**src/rtl/persp_div_i18.sv**
```systemverilog
// Perspective divide: x/w, y/w, z/w as signed fixed-point with saturation,
// using three radix-2 restoring dividers that share one iteration counter.
module persp_div_i18 #(
    parameter int FRAC_BITS = 8,
    parameter int OUT_W     = 16
) (
    input  logic             i_clk,
    input  logic             i_nrst,
    input  logic             i_valid,
    input  logic [17:0]      i_res0,
    input  logic [17:0]      i_res1,
    input  logic [17:0]      i_res2,
    input  logic [17:0]      i_res3,
    output logic             o_ready,
    output logic             o_valid,
    input  logic             i_accept,
    output logic [OUT_W-1:0] o_x,
    output logic [OUT_W-1:0] o_y,
    output logic [OUT_W-1:0] o_z,
    output logic             o_div_zero
);

    localparam int QW = 18 + FRAC_BITS;
    localparam int CW = $clog2(QW);

    localparam logic [QW-1:0]    MAXP  = {{(QW-OUT_W+1){1'b0}}, {(OUT_W-1){1'b1}}};
    localparam logic [QW-1:0]    MINM  = MAXP + {{(QW-1){1'b0}}, 1'b1};
    localparam logic [OUT_W-1:0] O_MAX = {1'b0, {(OUT_W-1){1'b1}}};
    localparam logic [OUT_W-1:0] O_MIN = {1'b1, {(OUT_W-1){1'b0}}};
    localparam logic [OUT_W-1:0] O_ONE = {{(OUT_W-1){1'b0}}, 1'b1};

    typedef enum logic [1:0] {IDLE, DIV, SAT, OUT} state_t;

    state_t               state;
    logic [CW-1:0]        cnt;
    logic [2:0][QW-1:0]   acc;      // dividend shifts out the top, quotient shifts in the bottom
    logic [2:0][18:0]     rem;
    logic [2:0][QW-1:0]   acc_nx;
    logic [2:0][18:0]     rem_nx;
    logic [2:0][18:0]     sh;
    logic [2:0]           sn;
    logic [2:0]           nz;
    logic                 sw;
    logic                 zf;
    logic [17:0]          mag_w;
    logic [2:0][17:0]     nin;

    assign nin     = {i_res2, i_res1, i_res0};
    assign o_ready = (state == IDLE);

    function automatic logic [17:0] abs18(input logic [17:0] v);
        return v[17] ? (~v + 18'd1) : v;
    endfunction

    function automatic logic [OUT_W-1:0] lane_out(input logic neg, input logic nzv,
                                                  input logic zflag, input logic [QW-1:0] q);
        logic [OUT_W-1:0] t;
        t = q[OUT_W-1:0];
        if (zflag)
            return !nzv ? '0 : (neg ? O_MIN : O_MAX);
        else if (!neg)
            return (q > MAXP) ? O_MAX : t;
        else
            return (q > MINM) ? O_MIN : (~t + O_ONE);
    endfunction

    always_comb begin
        sh     = '0;
        rem_nx = '0;
        acc_nx = '0;
        for (int unsigned i = 0; i < 3; i++) begin
            sh[i] = {rem[i][17:0], acc[i][QW-1]};
            if (sh[i] >= {1'b0, mag_w}) begin
                rem_nx[i] = sh[i] - {1'b0, mag_w};
                acc_nx[i] = {acc[i][QW-2:0], 1'b1};
            end else begin
                rem_nx[i] = sh[i];
                acc_nx[i] = {acc[i][QW-2:0], 1'b0};
            end
        end
    end

    always_ff @(posedge i_clk or negedge i_nrst) begin
        if (!i_nrst) begin
            state      <= IDLE;
            cnt        <= '0;
            acc        <= '0;
            rem        <= '0;
            sn         <= '0;
            nz         <= '0;
            sw         <= 1'b0;
            zf         <= 1'b0;
            mag_w      <= '0;
            o_valid    <= 1'b0;
            o_x        <= '0;
            o_y        <= '0;
            o_z        <= '0;
            o_div_zero <= 1'b0;
        end else begin
            case (state)
                IDLE: begin
                    if (i_valid) begin
                        for (int unsigned i = 0; i < 3; i++) begin
                            acc[i] <= {abs18(nin[i]), {FRAC_BITS{1'b0}}};
                            rem[i] <= '0;
                            sn[i]  <= nin[i][17];
                            nz[i]  <= |nin[i];
                        end
                        sw    <= i_res3[17];
                        mag_w <= abs18(i_res3);
                        zf    <= (i_res3 == '0);
                        cnt   <= CW'(QW - 1);
                        state <= (i_res3 == '0) ? SAT : DIV;
                    end
                end
                DIV: begin
                    acc <= acc_nx;
                    rem <= rem_nx;
                    cnt <= cnt - CW'(1);
                    if (cnt == '0)
                        state <= SAT;
                end
                SAT: begin
                    // with w==0 only the numerator sign decides the clamp direction
                    o_x        <= lane_out(zf ? sn[0] : sn[0] ^ sw, nz[0], zf, acc[0]);
                    o_y        <= lane_out(zf ? sn[1] : sn[1] ^ sw, nz[1], zf, acc[1]);
                    o_z        <= lane_out(zf ? sn[2] : sn[2] ^ sw, nz[2], zf, acc[2]);
                    o_div_zero <= zf;
                    o_valid    <= 1'b1;
                    state      <= OUT;
                end
                OUT: begin
                    if (i_accept) begin
                        o_valid <= 1'b0;
                        state   <= IDLE;
                    end
                end
                default: state <= IDLE;
            endcase
        end
    end

endmodule
```
**config.mk**
```make
export PLATFORM = sky130hd
export DESIGN_NAME = persp_div_i18
export DESIGN_NICKNAME = d
export VERILOG_FILES = /design/src/rtl/persp_div_i18.sv
export SDC_FILE = /design/constraint.sdc
export NUM_CORES = 1
export LEC_CHECK = 0
export BUFFER_PORTS_ARGS = -buffer_cell sky130_fd_sc_hd__clkbuf_2
export CAP_MARGIN = 10
export CORE_MARGIN = 2
export CORE_UTILIZATION = 35
export DETAILED_ROUTE_END_ITERATION = 12
export HOLD_SLACK_MARGIN = 0.1
export PLACE_DENSITY_LB_ADDON = 0.3
export SYNTH_ARGS = -nofsm -noshare
export SYNTH_HDL_FRONTEND = slang
export SYNTH_SLANG_ARGS = --single-unit
```
**constraint.sdc**
```tcl
create_clock -name i_clk -period 3.5 [get_ports i_clk]
set_clock_uncertainty 0.05 [all_clocks]
set_input_delay 0.35 -clock i_clk [delete_from_list [all_inputs] [get_ports i_clk]]
set_output_delay 0.35 -clock i_clk [all_outputs]
set_load 0.02 [all_outputs]
```
==> metrics.txt, run 1 <==
r2r setup slk about 0.45 ns; XOR/XNOR Fraction of Synth Area 0.0680; DRT Pass-1 Iters 5; largest family of logic cells by synthesized area compound AO/OA/AOI/OAI gates; CTS Buf Count 25; Slew HR 0.267; CP Class reg2reg; most used flip-flop cell after synthesis dfrtp_1; leading area contributor after synthesis dfrtp_1; Max IR drop VDD roughly 0.00045 V; top layer in use met5; Seq cells post-synth 215; power after layout approximately 19 mW; Mapped Cells about 1700; Routed WL per cell 17.1 um; Core Util, Final 0.409; # DRC 0; Nets 1973; core area a little over 40000 um^2; die height 208 um; Hold Path Class in2reg; antenna violations before repair 5; Psw 8.82 mW; Worst-path clk slew approximately 0.06 ns; Clk network pwr share 0.150; CTS tree yes; Switching Fraction 0.472; Worst setup SP type flip-flop; Setup WS post-layout 0.451 ns; Post-Synth Adder-Cell Area 0.0617; clock tree buffer depth 3; Netlist cell types roughly 80; CP endpoint kind flip-flop; max-cap violation count 0; leakage power about 7.4 nW; CP Launch Point mag_w[4]; Cell Area, Synth 14600 um^2; first-pass GRT wire length between 60000 and 70000 um; Initial Util 0.356; final slew viol count 0; ys async rst share 1.00; P_int 9.85 mW; Final setup viols 0; clock root cell clkbuf_16; total power per unit cell area 1110 nW/um^2; multiplexer share of the synthesized area 0.0424; Final ANT Viol Nets 0; Comb power frac 0.597; Tmin final 3.05 ns; Area Overhead vs Synth 15.2%; CTS sink cnt 215; total grt overflow 0; Iter 0 DRT Violations 983; count of final hold-check violations 0; register area share after synthesis 0.370; outcome finished, final reports clean; PortBufs 126; worst-case reg-to-reg path depth 10; compound-cell area share of the yosys netlist 0.238; GP Congestion around 0.9; gr usage total 0.186; WL met2 17900 um; RSZ-0062 raised after global routing no; dpl hpwl 29500 um; Synth Net Count 1869; Req. time, crit path between 3 and 4 ns; vias in the first global route 12500; Layout fillers 4159; fin area about 17000 um^2; CTS H-tree depth 1; Setup WS pre-CTS ~0.22 ns; Worst Hold Launch i_res3[15]; critical path arrival 3.44 ns; EDFF count, synth 0; share of post-route cells with drive strength above 1 0.132; Die Area 43200 um^2; DP Area 15800 um^2; routed vias 13000; met1 WL 20000 um; cell depth of the worst min-delay path 3; worst reg2reg path startpoint mag_w[4]; sequential share of power 0.253; Die X around 210 um; worst r2r dst rem[0]; Tcrit/Tclk final 0.871; Post-Synth Simple-Gate Area 0.176; Synth warnings 0; top-count cell post-synth o21ai_0; syn avg cell area 8.44 um^2; Worst-Margin Slew 1.09 ns; largest net degree at the start of global routing between 90 and 100; Fmax between 0.3 and 0.4 GHz; vias per cell approximately 5.5; crit-path max FO 11; setup_tns 0 ns; FP Rows between 70 and 80; CP Capture Point rem[0]; synth cell count leaders o21ai_0 (236), dfrtp_1 (215), nand2_1 (203), nor2_1 (153), a21oi_1 (109); I/O pins 127; main area contributors after synthesis dfrtp_1 (37%), o21ai_0 (8.1%), ha_1 (5.8%); clk_lat worst skew roughly 0.53 ns; met3 wire len 2000 um; share of the synthesized area in the top cell type 0.370; total wire length 40900 um
==> kinds of logic (layout without fill, tap and decap cells) <==
family	after synthesis	in the layout
buffers and inverters	153	276
adder cells (fa/ha/maj)	70	70
XOR/XNOR	113	113
multiplexers	61	61
AO/OA/AOI/OAI	563	563
other	0	6
AND/OR/NAND/NOR	548	548
flip-flops	215	215
==> layout by cell type, fill, tap and decap left out, types with 54 or more instances in the layout <==
master | netlist | final
o21ai_0 | 236 | 235
dfrtp_1 | 215 | 215
nand2_1 | 203 | 203
nor2_1 | 153 | 153
clkbuf_2 | 0 | 125
a21oi_1 | 109 | 109
ha_1 | 67 | 65
inv_1 | 62 | 62
xnor2_1 | 59 | 59
mux2i_1 | 56 | 56
xor2_1 | 54 | 54
==> sequential cells by signal (all words and copies together), names as in the netlist <==
signal and cells:
acc 78, sn 3, rem 54, o_x 16
nz 3, mag_w 18, sw 1, cnt 5
o_valid 1, o_z 16, o_div_zero 1, state 2
o_y 16, zf 1
==> metrics by stage <==
stage               cells  hold WS [ns]
floorplan            1723       0.00441
global placement     2326         0.405
detailed placement   2326         0.406
CTS                  2377         0.101
global route         2383         0.119
finish               2384         0.119
==> area by class of cell <==
cell class	instances	area (um^2)	area share
Clock buffer	36	717	0.0428
Clock inverter	10	156	0.00933
Timing Repair Buffer	166	1020	0.0606
Tap cell	532	666	0.0397
Multi-Input combinational cell	1355	8570	0.511
Sequential cell	215	5380	0.321
Inverter	64	240	0.0143
Antenna cell	6	15.0	0.000896
==> what timing repair did <==
action                     4_1_cts  5_1_grt
hold buffers                     5        0
resized for setup                0        0
setup endpoints to repair        0        6
buffers inserted                 0        1
hold endpoints to repair        94        0
==> critical path: stages (launching register included) <==
cell      delay (ns)
dfrtp_1         0.35
inv_1           0.11
ha_1            0.26
or4_1           0.52
o21ai_1         0.26
o21bai_1        0.19
a41o_1          0.32
a31oi_4         0.22
buf_12          0.17
mux2_2          0.33
o21ai_0         0.16
==> worst min path at each step <==
stage	to	slack [ns]
floorplan	acc[0]	0.004
global placement	acc[45]	0.40
detailed placement	acc[45]	0.41
CTS	mag_w[17]	0.10
global route	mag_w[17]	0.12
finish	mag_w[15]	0.12
==> per-layer routing <==
metal / track usage / vias up
li1: - / 6423
met1: 0.272 / 6250
met2: 0.286 / 314
met3: 0.0246 / 60
met4: 0.0504 / 2
met5: 0 / -
==> power by group through the flow <==
| stage | Combinational [mW] | Sequential, mW | Clock, mW |
|---|---|---|---|
| finish | 11.1 | 4.72 | 2.81 |
| global route | 12.5 | 4.89 | 2.98 |
| CTS | 11.0 | 4.70 | 2.88 |
| detailed placement | 11.0 | 4.74 | 0 |
| global placement | 10.9 | 4.71 | 0 |
| floorplan | 8.11 | 4.72 | 0 |
Power figures use the tool's default switching activity.
==> inputs of run 2 (changes only) <==
CELL_PAD_IN_SITES_DETAIL_PLACEMENT = 0   (was not set)
CELL_PAD_IN_SITES_GLOBAL_PLACEMENT = 1   (was not set)
CORE_UTILIZATION = 25   (was 35)
==> run 2 against run 1 <==
Combinational power about the same. Worst setup slack got worse by 0.16 ns. Design area rose by 3.3%. Critical path depth is 1 higher. Register-to-register slack worse by 0.16 ns. Critical path type unchanged. Critical endpoint is now rem[16].
==> metrics.txt, run 2 (synthesized netlist as in run 1, its figures left out) <==
final slew viol count 0 (unchanged); # DRC 0 (unchanged); total power per unit cell area 1090 nW/um^2 (-1.8%); Iter 0 DRT Violations 844 (-14%); Req. time, crit path 3.86 ns (-0.03 ns); crit-path max FO 10 (-1); CTS Buf Count 29 (+16%); Final setup viols 0 (unchanged); CTS tree yes; GP Congestion 0.855 (-5.2%); Worst setup SP type flip-flop; Nets 2006 (+1.7%); critical path arrival 3.57 ns (+0.13 ns); Die Area 60100 um^2 (+39%); max-cap violation count 0 (unchanged); Die X 245 um (+18%); clock tree buffer depth 3 (unchanged); largest net degree at the start of global routing 107 (+14%); Slew HR 0.281 (+0.0139); clock root cell clkbuf_16; dpl hpwl 34100 um (+15%); PortBufs 126 (unchanged); count of final hold-check violations 0 (unchanged); Tcrit/Tclk final 0.917 (+0.0457); Routed WL per cell 17.2 um (+0.18%); Largest register FFs 78 (unchanged); outcome finished, final reports clean; worst reg2reg path startpoint mag_w[1]; CP endpoint kind flip-flop; Worst-path clk slew 0.06 ns (about the same); vias per cell 4.98 (-9.1%); CTS H-tree depth 1 (unchanged); worst-case reg-to-reg path depth 11 (+1); Worst-Margin Slew 1.07 ns (-0.0212 ns); share of post-route cells with drive strength above 1 0.138 (+0.00612); Max IR drop VDD 0.000364 V (-19%); total wire length 45400 um (+11%); buffer count from post-CTS setup fixing 0 (unchanged); worst r2r dst rem[16]; FP Rows 88 (+19%); setup_tns 0 ns (unchanged); clk_lat worst skew 0.57 ns (+0.04 ns); antenna violations before repair 1 (-4); total grt overflow 0 (unchanged); RSZ-0062 raised after global routing no; CTS sink cnt 215 (unchanged); commonest cells after routing, fill and taps aside o21ai_0 (235), dfrtp_1 (215), nand2_1 (203); die height 245 um (+18%); core area 57600 um^2 (+41%); Fmax 0.312 GHz (-5.0%); Hold Path Class in2reg; leakage power 7.51 nW (+2.0%); CP Class reg2reg; Worst Hold Launch i_res2[12]; power after layout 18.9 mW (+1.4%); Initial Util 0.253 (-0.103); r2r setup slk 0.29 ns (-0.16 ns); I/O pins 127 (unchanged); Area Overhead vs Synth 19.0%; Biggest register acc; Regs by FF count acc (78), rem (54), mag_w (18); Layout fillers 6119 (+47%); gr usage total 0.150 (-0.0358); cell depth of the worst min-delay path 4 (+1); DRT Pass-1 Iters 5 (unchanged); Final ANT Viol Nets 0 (unchanged); vias in the first global route 12900 (+3.5%); dpl cells 2571 (+11%); Tmin final 3.21 ns (+0.160 ns); routed vias 13200 (+0.88%); final std cells w/o fill 2646 (+11%); commonest non-fill, non-tap cell in the layout o21ai_0; Min-Delay Endpoint acc[72]; first-pass GRT wire length 73300 um (+9.8%)
## run 2: cell count changes in the layout (fill, tap and decap cells not counted), sizes merged
cell / change
dlygate4sd3: +18
buf: +11
diode: -5
clkbuf: +4
clkinv: +4
bufinv: -3
clkinvlp: -1
inv: +1
## run 2: through the flow
step | util | cell area, um^2 | hold WS, ns | worst slack [ns]
after global placement | 0.281 | 16200 | 0.415 | 0.393
after CTS | 0.301 | 17300 | 0.101 | 0.290
final | 0.301 | 17300 | 0.136 | 0.291
after global routing | 0.301 | 17300 | 0.148 | 0.0141
after detailed placement | 0.281 | 16200 | 0.420 | 0.306
after floorplan | - | 14600 | 0.00441 | 0.791
## run 2: cell type report
class | count | area (um^2) | share of cell area
Multi-Input combinational cell | 1355 | 8570 | 0.495
Sequential cell | 215 | 5380 | 0.311
Timing Repair Buffer | 195 | 1260 | 0.0726
Tap cell | 765 | 957 | 0.0553
Clock buffer | 40 | 817 | 0.0472
Inverter | 64 | 240 | 0.0139
Clock inverter | 11 | 87.6 | 0.00506
Antenna cell | 1 | 2.50 | 0.000145
## run 2: what timing repair did
action,in CTS,in global routing
hold endpoints to repair,123,0
hold buffers,23,0
resized for setup,0,0
endpoints found under the setup margin,0,0
## run 2: where the power goes
group | internal (mW) | total [mW] | switching [mW] | leakage [nW]
combinational | 4.54 | 11.3 | 6.77 | 4.39
clock | 1.69 | 2.85 | 1.16 | 0.455
sequential | 3.63 | 4.77 | 1.14 | 2.66
## run 2: metal layers
| layer | vias to the layer above | global-route usage | routed length, um |
|---|---|---|---|
| li1 | 6462 | - | - |
| met5 | - | 0 | 0 |
| met2 | 259 | 0.231 | 19700 |
| met1 | 6389 | 0.223 | 23300 |
| met4 | 0 | 0.0296 | 817 |
| met3 | 54 | 0.0183 | 1660 |
## run 2: how the worst max path moves through the flow
stage	to	from	slack, ns
5_1_grt	rem[14]	mag_w[1]	0.01
4_1_cts	rem[16]	mag_w[1]	0.29
6_report	rem[16]	mag_w[1]	0.29
3_5_place_dp	rem[16]	mag_w[1]	0.31
2_1_floorplan	rem[1]	mag_w[1]	0.79
3_3_place_gp	o_x[10]	acc[0]	0.39
## run 2: worst max-delay path: stages, from the launching register on
cell and delay, ns:
dfrtp_1 0.37, inv_1 0.15, ha_1 0.27, nor2b_1 0.14, o31a_1 0.28, o21ai_1 0.30
o21bai_1 0.21, a41o_1 0.33, a31oi_4 0.39, buf_4 0.25, nand2b_1 0.19, o21ai_0 0.13
==> inputs of run 3 (changes only) <==
ABC_AREA = 1   (was not set)
==> run 3 against run 2 <==
Sequential share of layout area fell by 3.4 points. Combinational power rose by 30%. Non-clock buffer count fell by 15. First-iteration DRC count rose by 17%. Flip-flop and latch count did not move. Wire length rose by 23%. Clock power rose by 14%. Global-route usage rose by 1.3 points. Critical path depth fell by 2. Largest cell class unchanged. Highest routed layer is now met5. Critical endpoint is now o_x[11].
==> metrics.txt, run 3 <==
antenna violations before repair 3 (+2); Tmin final 2.64 ns (-0.566 ns); Req. time, crit path 3.96 ns (+0.10 ns); register area share after synthesis 0.326 (-0.0442); leading area contributor after synthesis dfrtp_1; PortBufs 126 (unchanged); hold bufs inserted after CTS 36 (+57%); Final setup viols 0 (unchanged); share of post-route cells with drive strength above 1 0.112 (-0.0258); gr usage total 0.163 (+0.0128); Netlist cell types 53 (-35%); CTS sink cnt 215 (unchanged); CTS H-tree depth 1 (unchanged); commonest cells after routing, fill and taps aside nand2_1 (754), inv_1 (263), nor2_1 (239); Synth warnings 0 (unchanged); Max IR drop VDD 0.000457 V (+26%); total grt overflow 0 (unchanged); top-count cell post-synth nand2_1; Worst-Margin Slew 0.973 ns (-0.0990 ns); Iter 0 DRT Violations 989 (+17%); final slew viol count 0 (unchanged); Biggest register acc; Nets 2738 (+36%); clock root cell clkbuf_16; Slew HR 0.349 (+0.0687); FP Rows 94 (+6.8%); I/O pins 127 (unchanged); # DRC 0 (unchanged); GP Congestion 0.849 (-0.80%); Critical Path Max Stage Delay 0.43 ns (+0.04 ns); largest net degree at the start of global routing 95 (-11%); vias per cell 4.65 (-6.4%); clk_lat worst skew 0.58 ns (about the same); Die Area 68200 um^2 (+13%); Synth Net Count 2611 (+40%); Seq cells post-synth 215 (unchanged); Routed WL per cell 16.0 um (-6.5%); max-cap violation count 0 (unchanged); Die X 261 um (+6.5%); DP Area 18000 um^2 (+11%); fin area 19400 um^2 (+12%); Initial Util 0.252 (-0.000842); Largest register FFs 78 (unchanged); routed vias 16200 (+23%); CP Class reg2reg; Tcrit/Tclk final 0.755 (-0.162); Final ANT Viol Nets 0 (unchanged); commonest non-fill, non-tap cell in the layout nand2_1; Reg area 5380 um^2 (unchanged); Area Overhead vs Synth 17.6%; Worst-path clk slew 0.06 ns (about the same); setup_tns 0 ns (unchanged); share of the synthesized area in the top cell type 0.326 (-0.0442); Worst setup SP type flip-flop; RSZ-0062 raised after global routing no; Layout fillers 7271 (+19%); Mapped Cells 2465 (+43%); Hold Path Class in2reg; cell depth of the worst min-delay path 3 (-1); CP max stage cell nand2_1; leakage power 9.68 nW (+29%); syn avg cell area 6.70 um^2 (-21%); most used flip-flop cell after synthesis dfrtp_1; CP most frequent cell nand2_1; dpl hpwl 41500 um (+22%); die height 261 um (+6.5%); first-pass GRT wire length 88800 um (+21%); vias in the first global route 15700 (+22%); crit-path max FO 16 (+6); count of final hold-check violations 0 (unchanged); CTS Buf Count 29 (unchanged); DRT Pass-1 Iters 5 (unchanged); core area 65600 um^2 (+14%); CTS tree yes; critical path, cell by cell nor2_1 -> nand3_1 -> nor2_1 -> nand2_1 -> nand2_2 -> nand2_1 -> o21ai_0 -> nand2_1 -> nand2_1; clock tree buffer depth 3 (unchanged); main area contributors after synthesis dfrtp_1 (33%), nand2_1 (17%), inv_1 (6.0%); total power per unit cell area 1170 nW/um^2 (+6.5%); Fmax 0.378 GHz (+21%); total wire length 55900 um (+23%); EDFF count, synth 0 (unchanged); worst-case reg-to-reg path depth 9 (-2); Regs by FF count acc (78), rem (54), mag_w (18); outcome finished, final reports clean; CP endpoint kind flip-flop; buffer count from post-CTS setup fixing 0 (unchanged); critical path arrival 3.11 ns (-0.46 ns); multi-input logic area 9700 um^2 (+13%); Cell Area, Synth 16500 um^2 (+14%); ys async rst share 1.00 (unchanged); post-CTS sizing 0 (unchanged); synth cell count leaders nand2_1 (754), inv_1 (263), nor2_1 (240), dfrtp_1 (215), o21ai_0 (194)
-- run 3: kinds of logic after synthesis --
| logic type | Yosys count | share of synthesized area |
|---|---|---|
| AND/OR/NAND/NOR | 1347 | 0.358 |
| flip-flops | 215 | 0.326 |
| adder cells (fa/ha/maj) | 70 | 0.0544 |
| XOR/XNOR | 72 | 0.0397 |
| buffers and inverters | 358 | 0.0886 |
| AO/OA/AOI/OAI | 403 | 0.134 |
-- run 3: cell type report --
cell class | count | share of cell area
multi-input cells | 1892 | 0.499
well taps | 864 | 0.0556
clock inverters | 14 | 0.0109
clock buffers | 39 | 0.0424
flip-flops and latches | 215 | 0.277
inverters | 274 | 0.0530
diodes | 4 | 0.000515
repair buffers | 180 | 0.0617
-- run 3: worst max-delay path, delay by kind of cell (launching register included) --
family,cells,cell delay (ns)
AO/OA/AOI/OAI,1,0.37
flip-flops,1,0.40
AND/OR/NAND/NOR,8,1.76
-- run 3: per-layer routing --
metal	part of all wire	GRT usage	wire length, um	vias up
met5	0.00043	0	24	-
met4	0.021	0.0414	1150	4
met3	0.035	0.0198	1930	75
met2	0.47	0.271	26000	243
met1	0.48	0.223	26700	7655
li1	-	-	-	8229
-- run 3: report_power, final --
group | total, mW | switching [mW] | internal [mW]
clock network | 3.25 | 1.24 | 2.01
registers | 4.69 | 0.971 | 3.72
logic | 14.7 | 9.72 | 4.98
total | 22.6 | 11.9 | 10.7
-- run 3: worst paths after layout --
kind                       slack [ns]         to  startpoint
max reg2reg                      0.86    o_x[11]     acc[19]
max                              0.86    o_x[11]     acc[19]
max in group asynchronous        2.19    o_y[12]      i_nrst
min                              0.12  mag_w[10]  i_res3[10]
min in group asynchronous        0.26     rem[0]      i_nrst
min reg2reg                      0.44  mag_w[15]   mag_w[15]
-- run 3: metrics by stage --
stage | hold slack (ns) | utilization | worst slack (ns) | power [mW] | instances
3_5_place_dp | 0.275 | 0.275 | 0.908 | 19.4 | 3389
4_1_cts | 0.102 | 0.296 | 0.907 | 22.9 | 3478
2_1_floorplan | 0.00441 | - | 1.55 | 15.6 | 2465
5_1_grt | 0.157 | 0.296 | 0.567 | 25.1 | 3479
3_3_place_gp | 0.273 | 0.275 | 0.897 | 19.5 | 3389
6_report | 0.117 | 0.296 | 0.857 | 22.6 | 3482
